<file path="src/rtl/rf_write_arbiter.sv">
// rf_write_arbiter: round-robin sharing of the register-file write port among NUM_SRC writeback sources,
// with a one-cycle registered write, two-port bypass, and an optional busy scoreboard (RF_SCOREBOARD_EN).
module rf_write_arbiter #(
  parameter int NUM_SRC = 3,
  parameter int AW      = 5,
  parameter int DW      = 32
) (
  input  logic                  clk,
  input  logic                  reset,
  input  logic [NUM_SRC-1:0]    src_valid,
  output logic [NUM_SRC-1:0]    src_ready,
  input  logic [NUM_SRC*AW-1:0] src_addr,
  input  logic [NUM_SRC*DW-1:0] src_data,
  output logic                  rf_we,
  output logic [AW-1:0]         rf_waddr,
  output logic [DW-1:0]         rf_wdata,
  input  logic [AW-1:0]         rd_addr_a,
  input  logic [AW-1:0]         rd_addr_b,
  output logic                  byp_hit_a,
  output logic                  byp_hit_b,
  output logic [DW-1:0]         byp_data,
  output logic                  busy_a,
  output logic                  busy_b,
  input  logic                  resv_valid,
  input  logic [AW-1:0]         resv_addr
);

  localparam int PW = (NUM_SRC > 1) ? $clog2(NUM_SRC) : 1;

  logic [PW-1:0]      rr_ptr;
  logic [PW-1:0]      gnt_idx;
  logic [PW-1:0]      ptr_next;
  logic               found;
  logic               accept;
  logic [NUM_SRC-1:0] grant;
  logic [AW-1:0]      addr_arr [NUM_SRC];
  logic [DW-1:0]      data_arr [NUM_SRC];

  for (genvar i = 0; i < NUM_SRC; i++) begin : g_unpack
    assign addr_arr[i] = src_addr[i*AW +: AW];
    assign data_arr[i] = src_data[i*DW +: DW];
  end

  // First valid source at or after rr_ptr, wrapping modulo NUM_SRC.
  always_comb begin
    int idx;
    idx     = 0;
    found   = 1'b0;
    gnt_idx = '0;
    for (int k = 0; k < NUM_SRC; k++) begin
      idx = int'(rr_ptr) + k;
      if (idx >= NUM_SRC) idx = idx - NUM_SRC;
      if (!found && src_valid[idx[PW-1:0]]) begin
        found   = 1'b1;
        gnt_idx = idx[PW-1:0];
      end
    end
  end

  always_comb begin
    grant = '0;
    if (found && reset) grant[gnt_idx] = 1'b1;
  end

  assign src_ready = grant;
  assign accept    = |grant;
  assign ptr_next  = (gnt_idx == PW'(NUM_SRC - 1)) ? '0 : gnt_idx + 1'b1;

  always_ff @(posedge clk or negedge reset) begin
    if (!reset) begin
      rf_we    <= 1'b0;
      rf_waddr <= '0;
      rf_wdata <= '0;
      rr_ptr   <= '0;
    end else if (accept) begin
      // Writes to register 0 are consumed but never reach the port.
      rf_we    <= |addr_arr[gnt_idx];
      rf_waddr <= addr_arr[gnt_idx];
      rf_wdata <= data_arr[gnt_idx];
      rr_ptr   <= ptr_next;
    end else begin
      rf_we    <= 1'b0;
    end
  end

  assign byp_hit_a = rf_we & (rf_waddr == rd_addr_a) & (|rd_addr_a);
  assign byp_hit_b = rf_we & (rf_waddr == rd_addr_b) & (|rd_addr_b);
  assign byp_data  = rf_wdata;

`ifdef RF_SCOREBOARD_EN
  logic [(1<<AW)-1:0] busy;
  logic [(1<<AW)-1:0] busy_next;

  // Clear first so a same-edge reservation of the written register wins.
  always_comb begin
    busy_next = busy;
    if (rf_we)      busy_next[rf_waddr]  = 1'b0;
    if (resv_valid) busy_next[resv_addr] = 1'b1;
    busy_next[0] = 1'b0;
  end

  always_ff @(posedge clk or negedge reset) begin
    if (!reset) busy <= '0;
    else        busy <= busy_next;
  end

  assign busy_a = busy[rd_addr_a];
  assign busy_b = busy[rd_addr_b];
`else
  logic unused_resv;
  assign unused_resv = ^{resv_valid, resv_addr};
  assign busy_a      = 1'b0;
  assign busy_b      = 1'b0;
`endif

endmodule

</file>
<file path="config.mk">
export PLATFORM = sky130hd
export DESIGN_NAME = rf_write_arbiter
export DESIGN_NICKNAME = d
export VERILOG_FILES = /design/src/rtl/rf_write_arbiter.sv
export SDC_FILE = /design/constraint.sdc
export NUM_CORES = 1
export LEC_CHECK = 0
export CAP_MARGIN = 10
export CORE_MARGIN = 5
export CORE_UTILIZATION = 38
export DETAILED_ROUTE_END_ITERATION = 6
export GPL_TIMING_DRIVEN = 0
export PLACE_DENSITY = 0.86
export SYNTH_ARGS = -nofsm -noshare
export SYNTH_HDL_FRONTEND = slang
export SYNTH_SLANG_ARGS = --single-unit
</file>
<file path="constraint.sdc">
create_clock -name clk -period 4.2 [get_ports clk]
set_input_delay 0.42 -clock clk [delete_from_list [all_inputs] [get_ports clk]]
set_output_delay 0.42 -clock clk [all_outputs]
set_load 0.005 [all_outputs]
</file>
# --- After elaboration in Yosys (flattened, before gate mapping) ---
# Index checks and enable logic that the tools add are counted.
totals:
  regBits: 40
  latch_bits: 0
  ram_bits: 0
  mem_bits_ro: 0
  inputBits: 132
  output_inout_bits: 77
  elab_cells: 63
  mem_count: 0
op_classes:
  addsub: 6
  multipliers: 0
  div: 0
  magnitude_cmp: 9
  eq_ne: 3
  n_shift: 0
  mux: 26
  bitwise_logic: 5
  n_reduce_logical: 10
op_table:
  columns: ["operator", "count"]
  rows:
  - ["$bmux 32 s2", 1]
  - ["$mux 32", 2]
  - ["$reduce_or 5->1", 3]
  - ["$mux 2", 7]
  - ["$lt 2x3->1 const B", 4]
  - ["$bmux 5 s2", 1]
  - ["$eq 5x5->1", 2]
  - ["$mux 5", 2]
  - ["$mux 1", 8]
  - ["$bmux 1 s2", 3]
  - ["$ge 3x2->1 const B", 2]
  - ["$sub 2x2->2 const B", 3]
  - ["$and 1x1->1", 4]
  - ["$logic_and 1x1->1", 4]
  - ["$add 2x1->3 const B", 1]
  - ["$add 2x2->3 const B", 1]
  - ["$ge 3x3->1 const B", 1]
  - ["$mux 3", 1]
  - ["$not 2->3", 1]
  - ["$reduce_or 3->1", 1]
  - ["$add 2x1->2 const B", 1]
  - ["$demux 1 s2", 1]
  - ["$eq 2x2->1 const B", 1]
  - ["$ge 2x1->1 const B", 1]
  - ["other kinds (2)", 3]

# --- Logic depth before layout (Yosys ltp) ---
# Gate-level depths: netlist of the first run.
logic_depth:
  word_depth: 18
  mapped_depth: 12
  mapped_depth_nobuf: 9

# --- Least setup slack after synthesis of the first run ---
# OpenSTA, ideal clock, no wires.
synth_path:
  path_type: "register to output"
  from: "reg rr_ptr[0]"
  to: "out src_ready[2]"
  arrival_ns: 2.009
  t_required_ns: 3.780
  path_slack_ns: 1.771
  stages_incl_launch_ff: 11
  path_buffers: 3
  path_cell_list: "dfrtp_1 inv_1 ha_1 buf_2 mux2_1 mux2i_1 nand2_1 o21a_1 buf_2 clkbuf_1 and3_1"
synth_between:
  elab_chain_cells: 16
  word_cells_on_any_way: 34
  cone_classes: "5 x add/sub; 5 x order compare; 18 x mux; 6 x reduce/logical"
synth_rtl:
  columns: ["item", "line", "source"]
  rows:
  - ["start, declared", "30", "logic [PW-1:0] rr_ptr;"]
  - ["start signal, assigned", "80", "rr_ptr <= ptr_next;"]
  - ["parallel branches: the longest is 15 deep, another holds $add 2x1->3", null, null]
  - ["$mux 3 (*)", "62", "if (found && reset) grant[gnt_idx] = 1'b1;"]
  - ["end, declared", "11", "output logic [NUM_SRC-1:0] src_ready,"]
# Every way passes the cells marked *. The select of a mux whose other input is x is not followed.

# --- Worst setup path in the final report of the first run ---
layout_path:
  from: "reg rr_ptr[1]"
  to: "out src_ready[2]"
# The elaborated chain is that of the path after synthesis.

==> results.md, run 1 <==
* Outcome: finished, final reports clean
* VDD IR-drop max at 0.000424 V
* Combinational share of power at 74.3%
* Clk slew on worst S/H paths at 0.08 ns
* Tot GR Track Use at 22.4%
* Top delay family on crit path: buffers and inverters
* Gp weighted congestion at 0.835
* Crit path DAT at 3.14 ns
* Yosys warns at 0
* CTS Buf Count at 5
* Min-delay worst type: input pin to async pin
* DIE AREA at 0.00969 mm²
* Clk sinks at 40
* Distinct cells, synth at 48
* Top Usage Layer GRT: met2
* Design area at 0.00521 mm²
* Drt via density at 5.05
* Post-DRT Antenna Nets at 0
* Power Dens Cells at 780 mW/mm²
* Final Hold Fails at 0
* Count of final setup violators at 0
* Area grow syn2layout at 75.1%
* Lkg Pwr at 0.00216 µW
* Initial antenna violation count at 0
* DRT Pass-1 Iters at 4
* Initial core utilization at 38.7%
* Power share of the clock group at 6.2%
* Most common cell after layout, fill and taps aside: clkdlybuf4s50_1
* Worst Setup End Kind: output pin
* Die W at 98.5 µm
* Placeable Area at 0.00769 mm²
* Vias at 3,184
* Switching Fraction at 40.4%
* Worst Path Required at 3.78 ns
* Avg WL per Cell at 17.6 µm
* Psw at 1640 µW
* Fin crit share at 84.7%
* H-Tree Depth at 2
* EDFF count, synth at 0
* Flops & latches, synth at 40
* Buffers on Ports at 200
* Post CTS Setup Buffer Count at 0
* Total global routing overflow at 0
* P_int at 2420 µW
* Resized cells post-CTS at 0
* Total wire length at 11.1 mm
* First-pass GRT wire length at 17.5 mm
* Io pins at 209
* Worst path cell trace: inv_1, ha_1, buf_6, mux2i_2, o221ai_1, o21a_1, buf_2, clkbuf_1, and3_1, clkdlybuf4s50_1
* Worst path max stage delay at 0.53 ns
* Buf+Inv Stages, Crit Path at 5
* DRC viols at 0
* Die Height at 98.5 µm
* Post-layout util at 67.7%
* Slew Limit Fails at 0
* Fmax achieved at 0.281 GHz
* WS Path Type: flop to output pin
* Sequential share of power at 19.5%
* Fillers at 637
* Hold_buf cts at 0
* Mapped Cells at 319
* Grt met2 use at 40.7%
* Mapped cell area at 0.00297 mm²
* Sequential share of the synthesized area at 33.7%
* Vias in the first global route at 3,566
* Share of layout cells above drive strength 1 at 18.9%
* CTS tree: yes
* Top FF cell, synth: dfrtp_1
* Final WS setup at 0.643 ns
* Place WS at 0.798 ns
* Max_cap viols at 0
* Max FO, Critical Path at 10
* Crit-path slowest cell: clkdlybuf4s50_1
* Largest net degree at the start of global routing at 42
* Yosys top cell by area: dfrtp_1
* Avg Inst Size Synth at 9.32 µm²
* GR Util met1 at 26.0%
* Tmin final at 3.56 ns
* N_diodes at 0
* # rows at 32
* Met3 Usage GRT at 5.80%
* Clk buf depth at 2
* Commonest non-fill, non-tap cells in the layout: clkdlybuf4s50_1, dfrtp_1, buf_4
* Root Buffer: clkbuf_8
* Post-DP Area at 0.00512 mm²
* R2R setup slack at 1.56 ns
* Dpl hpwl at 9.15 mm
* RSZ-0062 raised after global routing: false
* Area contributors post-synth: dfrtp_1, mux2_2, buf_4, o22ai_1, a21oi_1
* Final #Nets at 664
* Area share of the leading cell type in the synthesized netlist at 33.7%
* Critical Path Start Type: flop
* FFs w/ async S/R, synth at 100%
* Iter 0 DRT Violations at 64
* Clock skew at 0.0106 ns
* Later-pin clock latency in the skew report at 0.29 ns
sequential cells by signal (all words and copies together), names as in the netlist:
register	count
rf_we	1
rr_ptr	2
byp_data	32
rf_waddr	5
per-layer routing:
layer,vias to the layer above,share of wire (%)
met5,-,0
met4,0,2.2
met3,14,6.9
met2,144,51
met1,1500,40
li1,1526,-
cell usage after synthesis (all sizes together) (2+ instances only):
master  count
clkbuf      3
nand2b      2
o211ai      5
nor4        4
xor2        6
xnor2       2
dfrtp      40
o22ai      28
ha          4
inv         4
nand2      17
mux2i      11
buf        52
or2         3
nor2       31
o21a        3
a21oi      35
nand3       2
nor2b       4
mux2       35
and3        3
o21ai      11
nor3        2
final timing paths:
check	start	to	depth (start not counted)
setup / recovery	rr_ptr[1]	src_ready[2]	10
hold / removal	reset	byp_data[11]	2
setup reg to reg	rr_ptr[1]	rf_we	11
hold reg to reg	byp_data[9]	byp_data[9]	1
max in group asynchronous	reset	rf_waddr[4]	2
min in group clk	byp_data[9]	byp_data[9]	1
power by group through the flow:
stage                     logic [µW]  clock network, µW  registers [µW]
after floorplan                 1810                  0             761
after global placement          2940                  0             785
after detailed placement        3040                  0             796
after CTS                       3050                258             794
after global routing            3270                276             827
final                           3020                252             793
per-stage QoR:
step	instances	hold slack [ns]	setup TNS, ns	total power, µW
floorplan	320	0.124	0	2570
global placement	622	0.522	-0.0583	3730
detailed placement	623	0.407	0	3830
CTS	631	0.0899	0	4100
global route	631	0.0931	0	4370
finish	631	0.0852	0	4060
layout make-up:
cell class	instances	area, µm²	area share, %
Timing Repair Buffer	201	2020	38.7
Multi-Input combinational cell	221	1550	29.7
Sequential cell	40	1000	19.2
Buffer	55	414	7.95
Tap cell	102	128	2.45
Clock buffer	7	76.3	1.47
Inverter	4	15.0	0.288
Clock inverter	1	8.76	0.168
kinds of logic (layout without fill, tap and decap cells):
kind of cell | count (synthesis) | in the layout | share of synthesized area [%]
AOI/OAI and AO/OA | 89 | 89 | 18.9
xor gates and xnor gates | 8 | 8 | 2.36
and+or+nand+nor | 72 | 72 | 11.4
DFF | 40 | 40 | 33.7
buffers and inverters | 59 | 268 | 14.4
adders and majority gates | 4 | 4 | 1.68
muxes | 46 | 46 | 17.5
other | 1 | 2 | 0.126
Note: power is estimated with default switching activity, not from simulation.
==> inputs of run 2 (changes only) <==
--- a/config.mk
+++ b/config.mk
@@ -7,10 +7,10 @@
 export LEC_CHECK = 0
 export CAP_MARGIN = 10
 export CORE_MARGIN = 5
-export CORE_UTILIZATION = 38
+export CORE_UTILIZATION = 32
 export DETAILED_ROUTE_END_ITERATION = 6
 export GPL_TIMING_DRIVEN = 0
-export PLACE_DENSITY = 0.86
+export PLACE_DENSITY = 0.78
 export SYNTH_ARGS = -nofsm -noshare
 export SYNTH_HDL_FRONTEND = slang
 export SYNTH_SLANG_ARGS = --single-unit
==> constraint.sdc (replaced) <==
create_clock -name clk -period 2.85 [get_ports clk]
set_input_delay 0.285 -clock clk [delete_from_list [all_inputs] [get_ports clk]]
set_output_delay 0.285 -clock clk [all_outputs]
set_load 0.005 [all_outputs]
==> run 2 against run 1 <==
Worst setup slack got worse by 0.53 ns. Sequential power increased by 48%. Register-to-register slack got worse by 1.5 ns. Sequential share of layout area decreased by 0.47 points. First-iteration DRC count unchanged. Clock-buffer cell count decreased by 2. Worst hold slack improved by 0.036 ns. Wire length decreased by 0.17%. Clock skew about the same. Critical path depth increased by 1.
==> results.md, run 2 (synthesis gave the netlist of run 1 again) <==
* Max FO, Critical Path at 8
* Initial antenna violation count at 0
* DRC viols at 0
* Slew Limit Fails at 0
* Worst Setup End Kind: output pin
* WS Path Type: flop to output pin
* Worst path cell trace: inv_2, ha_1, buf_6, mux2i_4, or2_0, a211o_1, and2_1, buf_6, nand2_2, nor2b_2, dlygate4sd2_1
* Vias in the first global route at 3,459
* Fin cells at 644
* Worst path max stage delay at 0.41 ns
* Overall Power at 6220 µW
* Max_cap viols at 0
* DP Cell Count at 631
* DR top layer: met4
* Worst r2r src: rr_ptr[1]
* Root Buffer: clkbuf_8
* Io pins at 209
* Crit path DAT at 2.46 ns
* Count of final setup violators at 0
* CTS tree: yes
* Met2 WL post-DR at 5.83 mm
* Tot GR Track Use at 19.3%
* Lkg Pwr at 0.00221 µW
* DRT Pass-1 Iters at 4
* CTS Buf Count at 5
* Total global routing overflow at 0
* Worst slew margin at 39.7%
* Worst Reg-to-Reg Cells at 12
* H-Tree Depth at 2
* Avg WL per Cell at 17.2 µm
* VDD IR-drop max at 0.000581 V
* Die Height at 106 µm
* Design area at 0.00534 mm²
* Fmax achieved at 0.365 GHz
* Drt via density at 4.91
* WL met1 at 4.20 mm
* Post-layout util at 58.3%
* Outcome: finished, final reports clean
* Buffers on Ports at 200
* Worst Path Required at 2.57 ns
* Total wire length at 11.1 mm
* DR WL met3 at 861 µm
* CP dominant cell by count: buf_6
* RSZ-0062 raised after global routing: false
* Placeable Area at 0.00915 mm²
* Tmin final at 2.74 ns
* Post-DRT Antenna Nets at 0
* R2r endpoint: rf_we
* Worst Max-Slew Pin Slew at 0.905 ns
* R2R setup slack at 0.11 ns
* Clock skew at 0.0106 ns
* Clk buf depth at 2
* Area grow syn2layout at 79.5%
* Final Hold Fails at 0
* Crit-path slowest cell: dfrtp_1
* First-pass GRT wire length at 17.3 mm
* Most common cell after layout, fill and taps aside: clkdlybuf4s50_1
* Share of layout cells above drive strength 1 at 22.0%
* DIE AREA at 0.0113 mm²
* Critical Path Start Type: flop
* Final #Nets at 668
* Post-DP Area at 0.00511 mm²
* Dpl hpwl at 9.02 mm
* Gp weighted congestion at 0.825
* Initial core utilization at 32.5%
* Clk sinks at 40
* Hold_buf cts at 0
* Commonest non-fill, non-tap cells in the layout: clkdlybuf4s50_1, buf_4, dfrtp_1
* Largest net degree at the start of global routing at 42
* Fin crit share at 96.2%
* # rows at 35
* Clk slew on worst S/H paths at 0.08 ns
* Critical path depth in cells at 11
* Iter 0 DRT Violations at 64
* Buf+Inv Stages, Crit Path at 4
* Die W at 106 µm
* Vias at 3,162
* Later-pin clock latency in the skew report at 0.29 ns
* Min-delay worst type: input pin to async pin
* N_diodes at 0
* Power Dens Cells at 1170 mW/mm²
* Number of flip-flops in the largest register at 32
* Top delay family on crit path: buffers and inverters
run 2: changes by cell type in the layout (fill, tap and decap cells not counted), sizes merged:
cell,before,now
clkinv,1,3
buf,54,57
clkdlybuf4s50,199,196
dlygate4sd2,0,2
run 2: cell type report:
type	count	area [µm²]
buffer	54	458
sequential	40	1000
clock inverter	3	18.8
multi-input combinational	221	1600
clock buffer	5	68.8
tap	111	139
inverter	4	15.0
fill	784	3810
timing repair buffer	206	2040
run 2: worst max-delay path by stage:
stage                            start            to  slack (ns)
final                        rr_ptr[1]  src_ready[0]        0.11
after global routing         rr_ptr[0]  src_ready[0]       0.003
after floorplan              rr_ptr[0]  byp_data[24]        0.50
after global placement           reset  src_ready[2]       -1.13
after detailed placement  src_valid[1]  src_ready[2]       -0.25
after CTS                    rr_ptr[0]  src_ready[2]        0.03
run 2: power breakdown:
group / leakage, µW / internal (µW) / switching (µW)
Combinational: 0.00171 / 2700 / 1980
Clock: 0.0000479 / 171 / 199
Sequential: 0.000452 / 870 / 299
Total: 0.00221 / 3740 / 2480
run 2: metrics by stage:
| step | TNS, ns | hold WS [ns] | worst slack (ns) |
|---|---|---|---|
| detailed placement | -0.255 | 0.467 | -0.255 |
| floorplan | 0 | -0.0106 | 0.495 |
| global route | 0 | 0.205 | 0.00268 |
| global placement | -19.88 | 0.507 | -1.13 |
| CTS | 0 | 0.145 | 0.0334 |
| finish | 0 | 0.121 | 0.109 |
run 2: worst reg2reg max path: cells and delay by family (launching register included):
kind            cells  cell delay [ns]
mux                 3             0.80
buf+inv             4             0.51
flops               1             0.42
compound gates      3             0.40
simple gates        1             0.30
fa+ha+maj           1             0.16
run 2: what timing repair did:
action	4_1_cts	5_1_grt
buffers inserted	6	0
gates resized for setup	20	13
endpoints found under the setup margin	3	25
pin swaps	0	0
run 2: layer usage:
metal | global-route usage, % | up-vias
met5 | 0 | -
met4 | 5.55 | 0
met3 | 5.65 | 12
met2 | 35.6 | 151
met1 | 21.2 | 1465
li1 | - | 1534
